**src/rtl/adder_pkg.sv**
```systemverilog
// -----------------------------------------------------------------------------
// adder_pkg
// Shared definitions for the pipelined carry adder:
//   OP_ADD / OP_SUB      : encoding of the 'sub' operation select input
//   seg_width(w, s)      : bits per pipeline segment (w / s)
//   seg_legal(w, s)      : 1 when a WIDTH/STAGES pair can be built
// -----------------------------------------------------------------------------
package adder_pkg;

    localparam logic OP_ADD = 1'b0;
    localparam logic OP_SUB = 1'b1;

    function automatic int seg_width(input int width, input int stages);
        return width / stages;
    endfunction

    // Every segment must have the same width, so STAGES has to divide WIDTH.
    function automatic bit seg_legal(input int width, input int stages);
        return (width >= 2) && (stages >= 1) && (stages <= width) &&
               ((width % stages) == 0);
    endfunction

endpackage

```
**src/rtl/adder_segment.sv**
```systemverilog
// -----------------------------------------------------------------------------
// adder_segment
// SEG-bit combinational ripple-carry adder built from full_adder cells.
//   a, b : SEG-bit operands (b already inverted for subtraction upstream)
//   cin  : carry into bit 0
//   sum  : SEG-bit sum
//   cout : carry out of the top bit
// -----------------------------------------------------------------------------
module adder_segment #(
    parameter int SEG = 4
) (
    input  logic [SEG-1:0] a,
    input  logic [SEG-1:0] b,
    input  logic           cin,
    output logic [SEG-1:0] sum,
    output logic           cout
);

    // Each bit keeps its own carry wires in its generate scope so the chain
    // is a plain series of scalar nets rather than one self-referencing vector.
    for (genvar gi = 0; gi < SEG; gi++) begin : g_bit
        logic ci_w;
        logic co_w;

        if (gi == 0) begin : g_first
            assign ci_w = cin;
        end else begin : g_rest
            assign ci_w = g_bit[gi-1].co_w;
        end

        full_adder u_fa (
            .a  (a[gi]),
            .b  (b[gi]),
            .ci (ci_w),
            .s  (sum[gi]),
            .co (co_w)
        );
    end

    assign cout = g_bit[SEG-1].co_w;

endmodule

```
**src/rtl/full_adder.sv**
```systemverilog
// -----------------------------------------------------------------------------
// full_adder
// One-bit full adder cell.
//   a, b : operand bits
//   ci   : carry in
//   s    : sum bit
//   co   : carry out
// -----------------------------------------------------------------------------
module full_adder (
    input  logic a,
    input  logic b,
    input  logic ci,
    output logic s,
    output logic co
);

    assign s  = a ^ b ^ ci;
    assign co = (a & b) | (ci & (a ^ b));

endmodule

```
**src/rtl/pipelined_carry_adder.sv**
```systemverilog
// -----------------------------------------------------------------------------
// pipelined_carry_adder
// WIDTH-bit add/subtract split into STAGES registered ripple segments with a
// valid/ready handshake and full back-pressure (no skid buffer).
//   clk, rst   : clock (rising edge) and asynchronous active-high reset
//   in_valid   : operand beat present        in_ready  : beat can be taken
//   a, b       : operands                    cin       : carry / borrow in
//   sub        : 0 = a+b+cin, 1 = a-b-cin
//   out_valid  : result present              out_ready : consumer takes result
//   sum        : result mod 2^WIDTH          cout      : raw MSB carry
//   ovf        : two's-complement overflow
// Stage k adds segment k using the carry registered by stage k-1. Operand
// segments not yet consumed and result segments already produced ride along
// in each stage's registers.
// -----------------------------------------------------------------------------
module pipelined_carry_adder
    import adder_pkg::*;
#(
    parameter int WIDTH  = 16,
    parameter int STAGES = 4
) (
    input  logic             clk,
    input  logic             rst,
    input  logic             in_valid,
    output logic             in_ready,
    input  logic [WIDTH-1:0] a,
    input  logic [WIDTH-1:0] b,
    input  logic             cin,
    input  logic             sub,
    output logic             out_valid,
    input  logic             out_ready,
    output logic [WIDTH-1:0] sum,
    output logic             cout,
    output logic             ovf
);

    localparam int SEG  = seg_width(WIDTH, STAGES);
    localparam int LAST = STAGES - 1;

    if (!seg_legal(WIDTH, STAGES)) begin : g_bad_cfg
        $error("pipelined_carry_adder: WIDTH must be >= 2 and a multiple of STAGES");
    end

    // Per-stage registers: valid, operand A, effective operand B, partial sum,
    // carry out of the segment this stage computed.
    logic [STAGES-1:0] v_q, v_d;
    logic [STAGES-1:0] c_q, c_d;
    logic [WIDTH-1:0]  a_q   [STAGES];
    logic [WIDTH-1:0]  a_d   [STAGES];
    logic [WIDTH-1:0]  bp_q  [STAGES];
    logic [WIDTH-1:0]  bp_d  [STAGES];
    logic [WIDTH-1:0]  sum_q [STAGES];
    logic [WIDTH-1:0]  sum_d [STAGES];

    // What each stage would load: the input port for stage 0, the previous
    // stage's registers otherwise.
    logic [STAGES-1:0] v_src;
    logic [STAGES-1:0] c_src;
    logic [WIDTH-1:0]  a_src   [STAGES];
    logic [WIDTH-1:0]  bp_src  [STAGES];
    logic [WIDTH-1:0]  sum_src [STAGES];

    logic [WIDTH-1:0]  seg_sum_all;
    logic [STAGES-1:0] seg_cout_all;

    // adv[k] = stage k may load this cycle; adv[STAGES] is the consumer.
    logic [STAGES:0]   adv;

    always_comb begin
        adv         = '0;
        adv[STAGES] = out_ready;
        for (int k = STAGES - 1; k >= 0; k--) begin
            adv[k] = !v_q[k] || adv[k+1];
        end
    end

    assign in_ready = adv[0];

    // Subtraction is A + ~B + ~cin, so borrow-in maps to an inverted carry-in.
    always_comb begin
        v_src      = '0;
        c_src      = '0;
        v_src[0]   = in_valid;
        c_src[0]   = (sub == OP_SUB) ? ~cin : cin;
        a_src[0]   = a;
        bp_src[0]  = (sub == OP_SUB) ? ~b : b;
        sum_src[0] = '0;
        for (int k = 1; k < STAGES; k++) begin
            v_src[k]   = v_q[k-1];
            c_src[k]   = c_q[k-1];
            a_src[k]   = a_q[k-1];
            bp_src[k]  = bp_q[k-1];
            sum_src[k] = sum_q[k-1];
        end
    end

    for (genvar gi = 0; gi < STAGES; gi++) begin : g_stage
        adder_segment #(
            .SEG (SEG)
        ) u_seg (
            .a    (a_src[gi][gi*SEG +: SEG]),
            .b    (bp_src[gi][gi*SEG +: SEG]),
            .cin  (c_src[gi]),
            .sum  (seg_sum_all[gi*SEG +: SEG]),
            .cout (seg_cout_all[gi])
        );
    end

    // A stage that is allowed to advance takes its source (even a bubble);
    // otherwise it holds, which keeps a stalled output stable.
    always_comb begin
        v_d = v_q;
        c_d = c_q;
        for (int k = 0; k < STAGES; k++) begin
            a_d[k]   = a_q[k];
            bp_d[k]  = bp_q[k];
            sum_d[k] = sum_q[k];
            if (adv[k]) begin
                v_d[k]                 = v_src[k];
                c_d[k]                 = seg_cout_all[k];
                a_d[k]                 = a_src[k];
                bp_d[k]                = bp_src[k];
                sum_d[k]               = sum_src[k];
                sum_d[k][k*SEG +: SEG] = seg_sum_all[k*SEG +: SEG];
            end
        end
    end

    always_ff @(posedge clk or posedge rst) begin
        if (rst) begin
            v_q <= '0;
            c_q <= '0;
            for (int k = 0; k < STAGES; k++) begin
                a_q[k]   <= '0;
                bp_q[k]  <= '0;
                sum_q[k] <= '0;
            end
        end else begin
            v_q   <= v_d;
            c_q   <= c_d;
            a_q   <= a_d;
            bp_q  <= bp_d;
            sum_q <= sum_d;
        end
    end

    assign out_valid = v_q[LAST];
    assign sum       = sum_q[LAST];
    assign cout      = c_q[LAST];
    // Overflow when both effective operands share a sign the result lacks.
    // All three registers clear on reset, so ovf reads 0 after reset.
    assign ovf = (a_q[LAST][WIDTH-1] == bp_q[LAST][WIDTH-1]) &&
                 (sum_q[LAST][WIDTH-1] != a_q[LAST][WIDTH-1]);

endmodule

```
**config.mk**
```make
export PLATFORM = sky130hd
export DESIGN_NAME = pipelined_carry_adder
export DESIGN_NICKNAME = d
export VERILOG_FILES = /design/src/rtl/adder_pkg.sv /design/src/rtl/adder_segment.sv /design/src/rtl/full_adder.sv /design/src/rtl/pipelined_carry_adder.sv
export SDC_FILE = /design/constraint.sdc
export NUM_CORES = 1
export LEC_CHECK = 0
export BUFFER_PORTS_ARGS = -buffer_cell sky130_fd_sc_hd__buf_4
export CAP_MARGIN = 20
export CORE_MARGIN = 2
export CORE_UTILIZATION = 45
export CTS_CLUSTER_SIZE = 20
export DETAILED_ROUTE_END_ITERATION = 12
export GPL_TIMING_DRIVEN = 1
export SLEW_MARGIN = 20
export SYNTH_ARGS = -nofsm -noshare
export SYNTH_HDL_FRONTEND = slang
export SYNTH_SLANG_ARGS = --single-unit
export TNS_END_PERCENT = 1
```
**constraint.sdc**
```tcl
create_clock -name clk -period 8.9 [get_ports clk]
set_input_delay 1.335 -clock clk [delete_from_list [all_inputs] [get_ports clk]]
set_output_delay 1.335 -clock clk [all_outputs]
set_load 0.02 [all_outputs]
```
Yosys cells after proc, flatten, opt, wreduce, memory -nomap -nowiden
Index checks and enable logic that the tools add are counted.
{"block": "totals", "wordCells": 115, "latch_bits": 0, "ff_bits": 176, "mem_bits_rw": 0, "n_memories": 0, "input_bits": 38, "rom_bits": 0}
{"block": "classes", "add_sub_neg": 0, "div_mod_pow": 0, "n_lt_le_gt_ge": 0, "eq_ne": 2, "mul": 0, "shifts": 0, "n_mux": 2, "n_bitwise": 82, "n_reduce_logical": 9}
{"op": "AND 1 bit", "n": 32}
{"op": "bitwise XOR 1 bit", "n": 32}
{"op": "2-to-1 mux 16 bit", "n": 1}
{"op": "NOT 16 bit", "n": 1}
{"op": "bitwise OR 1 bit", "n": 16}
{"op": "logical NOT 1 bit", "n": 4}
{"op": "logical OR 1 bit", "n": 4}
{"op": "equality test 1 bit", "n": 1}
{"op": "logical AND 1 bit", "n": 1}
{"op": "2-to-1 mux 1 bit", "n": 1}
{"op": "inequality test 1 bit", "n": 1}
{"op": "NOT 1 bit", "n": 1}

Logic depth before layout (Yosys ltp)
{"block": "logic_depth", "ltp_word": 11, "ltp_mapped": 9, "depth_no_buf": 8}

Hierarchy
From an unflattened synthesis, not the netlist that was laid out.
{"block": "hier_totals", "hier_cells": 333, "hier_area_um2": 4284.1}
{"mod": "pipelined_carry_adder", "area_each_um2": 3963.8, "instances": 1, "cells_per_inst": 317, "seq_area_each_um2": 2452.4}
{"mod": "full_adder", "area_each_um2": 20.0, "instances": 16, "cells_per_inst": 1, "seq_area_each_um2": 0.0}

Least setup slack after synthesis
OpenSTA, ideal clock, no wires.
{"block": "synth_timing", "kind": "input port to flip-flop", "from": "input port sub", "to": "register sum_q[51] (netlist name)", "setup_ps": 125, "cell_stages": 9, "arrival_time_ps": 3786, "path_buffers": 2, "path_slack_ps": 4989, "path_cell_list": "buf_2 -> buf_2 -> xnor2_1 -> fa_1 -> fa_1 -> fa_1 -> inv_1 -> fa_1 -> mux2_2"}
{"block": "synth_via", "elab_chain_len": 9, "word_cells_on_any_way": 16, "cone_classes": "2 x mux; 14 x bitwise"}
{"element": "start: declaration", "line": "pipelined_carry_adder.sv:29", "source": "input logic sub,"}
{"element": "2-to-1 mux 16 bit", "line": "pipelined_carry_adder.sv:86", "source": "bp_src[0] = (sub == OP_SUB) ? ~b : b;"}
{"element": "bitwise XOR 1 bit", "line": "full_adder.sv:18", "source": "assign co = (a & b) | (ci & (a ^ b));"}
{"element": "AND 1 bit", "line": "full_adder.sv:18"}
{"element": "bitwise OR 1 bit", "line": "full_adder.sv:18"}
{"element": "AND 1 bit", "line": "full_adder.sv:18"}
{"element": "bitwise OR 1 bit", "line": "full_adder.sv:18"}
{"element": "AND 1 bit", "line": "full_adder.sv:18"}
{"element": "bitwise OR 1 bit", "line": "full_adder.sv:18"}
{"element": "bitwise XOR 1 bit (*)", "line": "full_adder.sv:17", "source": "assign s = a ^ b ^ ci;"}
{"element": "named net g_stage[0].u_seg.g_bit[3].u_fa.s", "line": "full_adder.sv:13", "source": "output logic s,"}
{"element": "end signal: assignment", "line": "pipelined_carry_adder.sv:143", "source": "sum_q <= sum_d;"}
{"element": "end: declaration", "line": "pipelined_carry_adder.sv:52", "source": "logic [WIDTH-1:0] sum_q [STAGES];"}
The timed path passes the listed nets; every way through them passes the cells marked *.
A chain may end at the register's enable or synchronous reset.

Worst setup path in the final report
{"block": "layout_timing", "from": "input port out_ready", "to": "output port in_ready"}
{"block": "layout_via", "elab_chain_len": 4}
{"element": "start: declaration", "line": "pipelined_carry_adder.sv:31", "source": "input logic out_ready,"}
{"element": "logical OR 1 bit (4 in a row)", "line": "pipelined_carry_adder.sv:73", "source": "adv[k] = !v_q[k] || adv[k+1];"}
{"element": "end: declaration", "line": "pipelined_carry_adder.sv:25", "source": "output logic in_ready,"}
No other way between the ends.

==> summary.md <==
| Metric | Value |
|---|---|
| Outcome | finished, final reports clean |
| Worst slew pin tran | between 900 and 1000 ps |
| Proportion of layout cells with a drive suffix above 1 | 30.0% |
| DR iter-0 viols | roughly 130 |
| Post-synthesis net count | ~420 |
| PwrDens | 260 mW/mm2 |
| H-Tree Depth | 3 |
| Final setup fails | 0 |
| Seq pwr share | about half |
| Pre-antenna DRT Iters | 4 |
| Antenna-violating nets left | 0 |
| Warnings, synthesis | 0 |
| Max VDD drop | about 80 uV |
| Number of buffers created by CTS | 9 |
| Sw frac | 32.3% |
| Most common cell after layout, fill and taps aside | dfrtp_1 |
| Max Slew Vio Count | 0 |
| Root buffer cell | clkbuf_8 |
| Post-CTS sizing | 0 |
| CP required | 7570 ps |
| Internal power | 0.872 mW |
| DR WL/cell | approximately 13 um |
| Max_cap viols | 0 |
| FF+latch count, synth | 98 |
| Die area | between 0.01 and 0.015 mm2 |
| Fin Setup TNS | 0 ps |
| Crit path kind | input port to primary output |
| Psw | just over 0.4 mW |
| Hold Path Class | flop to flop |
| Number of distinct library cells after synthesis | 22 |
| # hold bufs at CTS | 0 |
| F_max | roughly 230 MHz |
| Avg Inst Size Synth | around 12 um2 |
| CP arrival | 2960 ps |
| Overall Global Routing Usage | between 10 and 15% |
| Via-to-Cell Ratio | 4.54 |
| Period utilisation layout | between 40% and 50% |
| Die Wd | 102 um |
| Slew Limit Headroom | between 30 and 40% |
| Critical path capture point type | primary output |
| Vias in the first global route | 2390 |
| Clock net sink count | 98 |
| Synthesis-to-layout area growth | 13.7% |
| Final worst path period need | approximately 4300 ps |
| Placeable Area | slightly above 0.009 mm2 |
| Clock skew | 13.6 ps |
| Worst slack, placed | between 4000 and 5000 ps |
| Post-layout util | 53.1% |
| Initial antenna violation count | 0 |
| Leakage Power | approximately 2.3 nW |
| Synthesized area | around 0.0044 mm2 |
| Placed Area | 0.00476 mm2 |
| Post-DP HPWL | 4.88 mm |
| Post-layout nets | 459 |
| Logic pwr share | 28.7% |
| Total global routing overflow | 0 |
| Row cnt | 35 |
| Largest net degree at the start of global routing | 71 |
| Drt total wl | 6.93 mm |
| Clk pwr share | 21.0% |
| Reg clk slew, reported paths | ~90 ps |
| First-pass GRT wire length | between 10 and 15 mm |
| Port Buffers | 57 |
| Initial core utilization | roughly 47% |
| CTS tree | yes |
| Fin area | roughly 0.0049 mm2 |
| Gpl congestion | around 0.72 |
| Diode count | 0 |
| Leading cell types in the layout, fill and taps excluded | 98 x dfrtp_1, 64 x nand2_1, 60 x buf_4, 36 x mux2_2, 25 x inv_1 |
| Worst-case clock buffer depth | 2 |
| Final Hold Fails | 0 |
| Final Power | between 1 and 1.5 mW |
| Final WS setup | 4610 ps |
| Crit-path max FO | 34 |
| Die Ht | 102 um |
| Postcts setup bufs | 0 |
| Total number of vias | approximately 2400 |
| RSZ-0062 raised after global routing | false |
| Post-synthesis sequential area ratio | a little under three fifths |
| Boundary Pins | 58 |
| Worst setup SP type | input port |
| Clock Latency Late Sink | between 300 and 400 ps |
| Post-synthesis cell count | approximately 370 |
| DRC violations left | 0 |
## routing by layer
metal | global-route usage (%) | vias to the layer above | share of wire, %
met5 | 0 | - | 0
met2 | 18.9 | 54 | 40
li1 | - | 1231 | -
met4 | 7.08 | 0 | 2.2
met1 | 24.7 | 1150 | 54
met3 | 2.39 | 11 | 3.8
## through the flow
step	cells	hold slack [ps]
after floorplan	369	433
after global placement	522	454
after detailed placement	523	455
after CTS	539	484
after global routing	539	506
final	539	480
## worst paths after layout
| check | endpoint | startpoint | cells after the start | slack [ps] |
|---|---|---|---|---|
| worst max-delay path | in_ready | out_ready | 6 | 4610 |
| worst min-delay path | a_q[46] | a_q[46] | 2 | 480 |
| worst max register to register | sum_q[39] | bp_q[52] | 8 | 6630 |
| worst min register to register | a_q[46] | a_q[46] | 2 | 480 |
| max in group asynchronous | a_q[63] | rst | 3 | 6760 |
| min in group asynchronous | sum[5] | rst | 2 | 930 |
## power by group through the flow
stage	combinational (mW)	clock (mW)	sequential, mW
final	0.370	0.270	0.648
after global routing	0.416	0.294	0.668
after CTS	0.377	0.276	0.650
after global placement	0.367	0	0.655
after floorplan	0.308	0	0.635
after detailed placement	0.376	0	0.659
## cells in the mapped netlist
cell      count  area [um2]
nand3_1      15        75.1
nor2_1       10        37.5
buf_6         2        22.5
and4b_1       1        10.0
buf_2         3        15.0
nand2b_1      5        31.3
mux2_4        8         120
and2_1        1        6.26
dfrtp_1      98        2450
xor2_1        1        8.76
clkbuf_1     14        52.6
o21ai_0      24         120
nand4b_1      1        8.76
nand2_1      64         240
inv_4         1        6.26
a21oi_1       9        45.0
buf_4        17         128
nand3b_1      1        7.51
xnor2_1      16         140
mux2_2       36         405
fa_1         16         320
inv_1        26        97.6
## logic make-up after synthesis
| group | synth area share (%) |
|---|---|
| compound gates | 3.80 |
| xor+xnor | 3.42 |
| fa+ha+maj | 7.36 |
| buf+inv | 7.39 |
| flops | 56.4 |
| simple gates | 9.58 |
| mux | 12.1 |
## critical path, cell delays in order
cell     delay [ps]
buf_4           120
and4b_1         230
buf_4           340
and2_1          490
inv_4           210
buf_4           210
## flip-flops by register name, summed over array words and instances, names as in the netlist
register	cells
bp_q	25
sum	16
a_q	25
c_q	4
v_q	4
sum_q	24
## final cells by class
cell class,count,area (um2)
clock inverter,6,48.8
timing repair buffer,61,465
inverter,27,106
tap,129,161
clock buffer,10,138
multi-input combinational,208,1580
fill,845,4380
sequential,98,2450
Note: power is estimated with default switching activity, not from simulation.
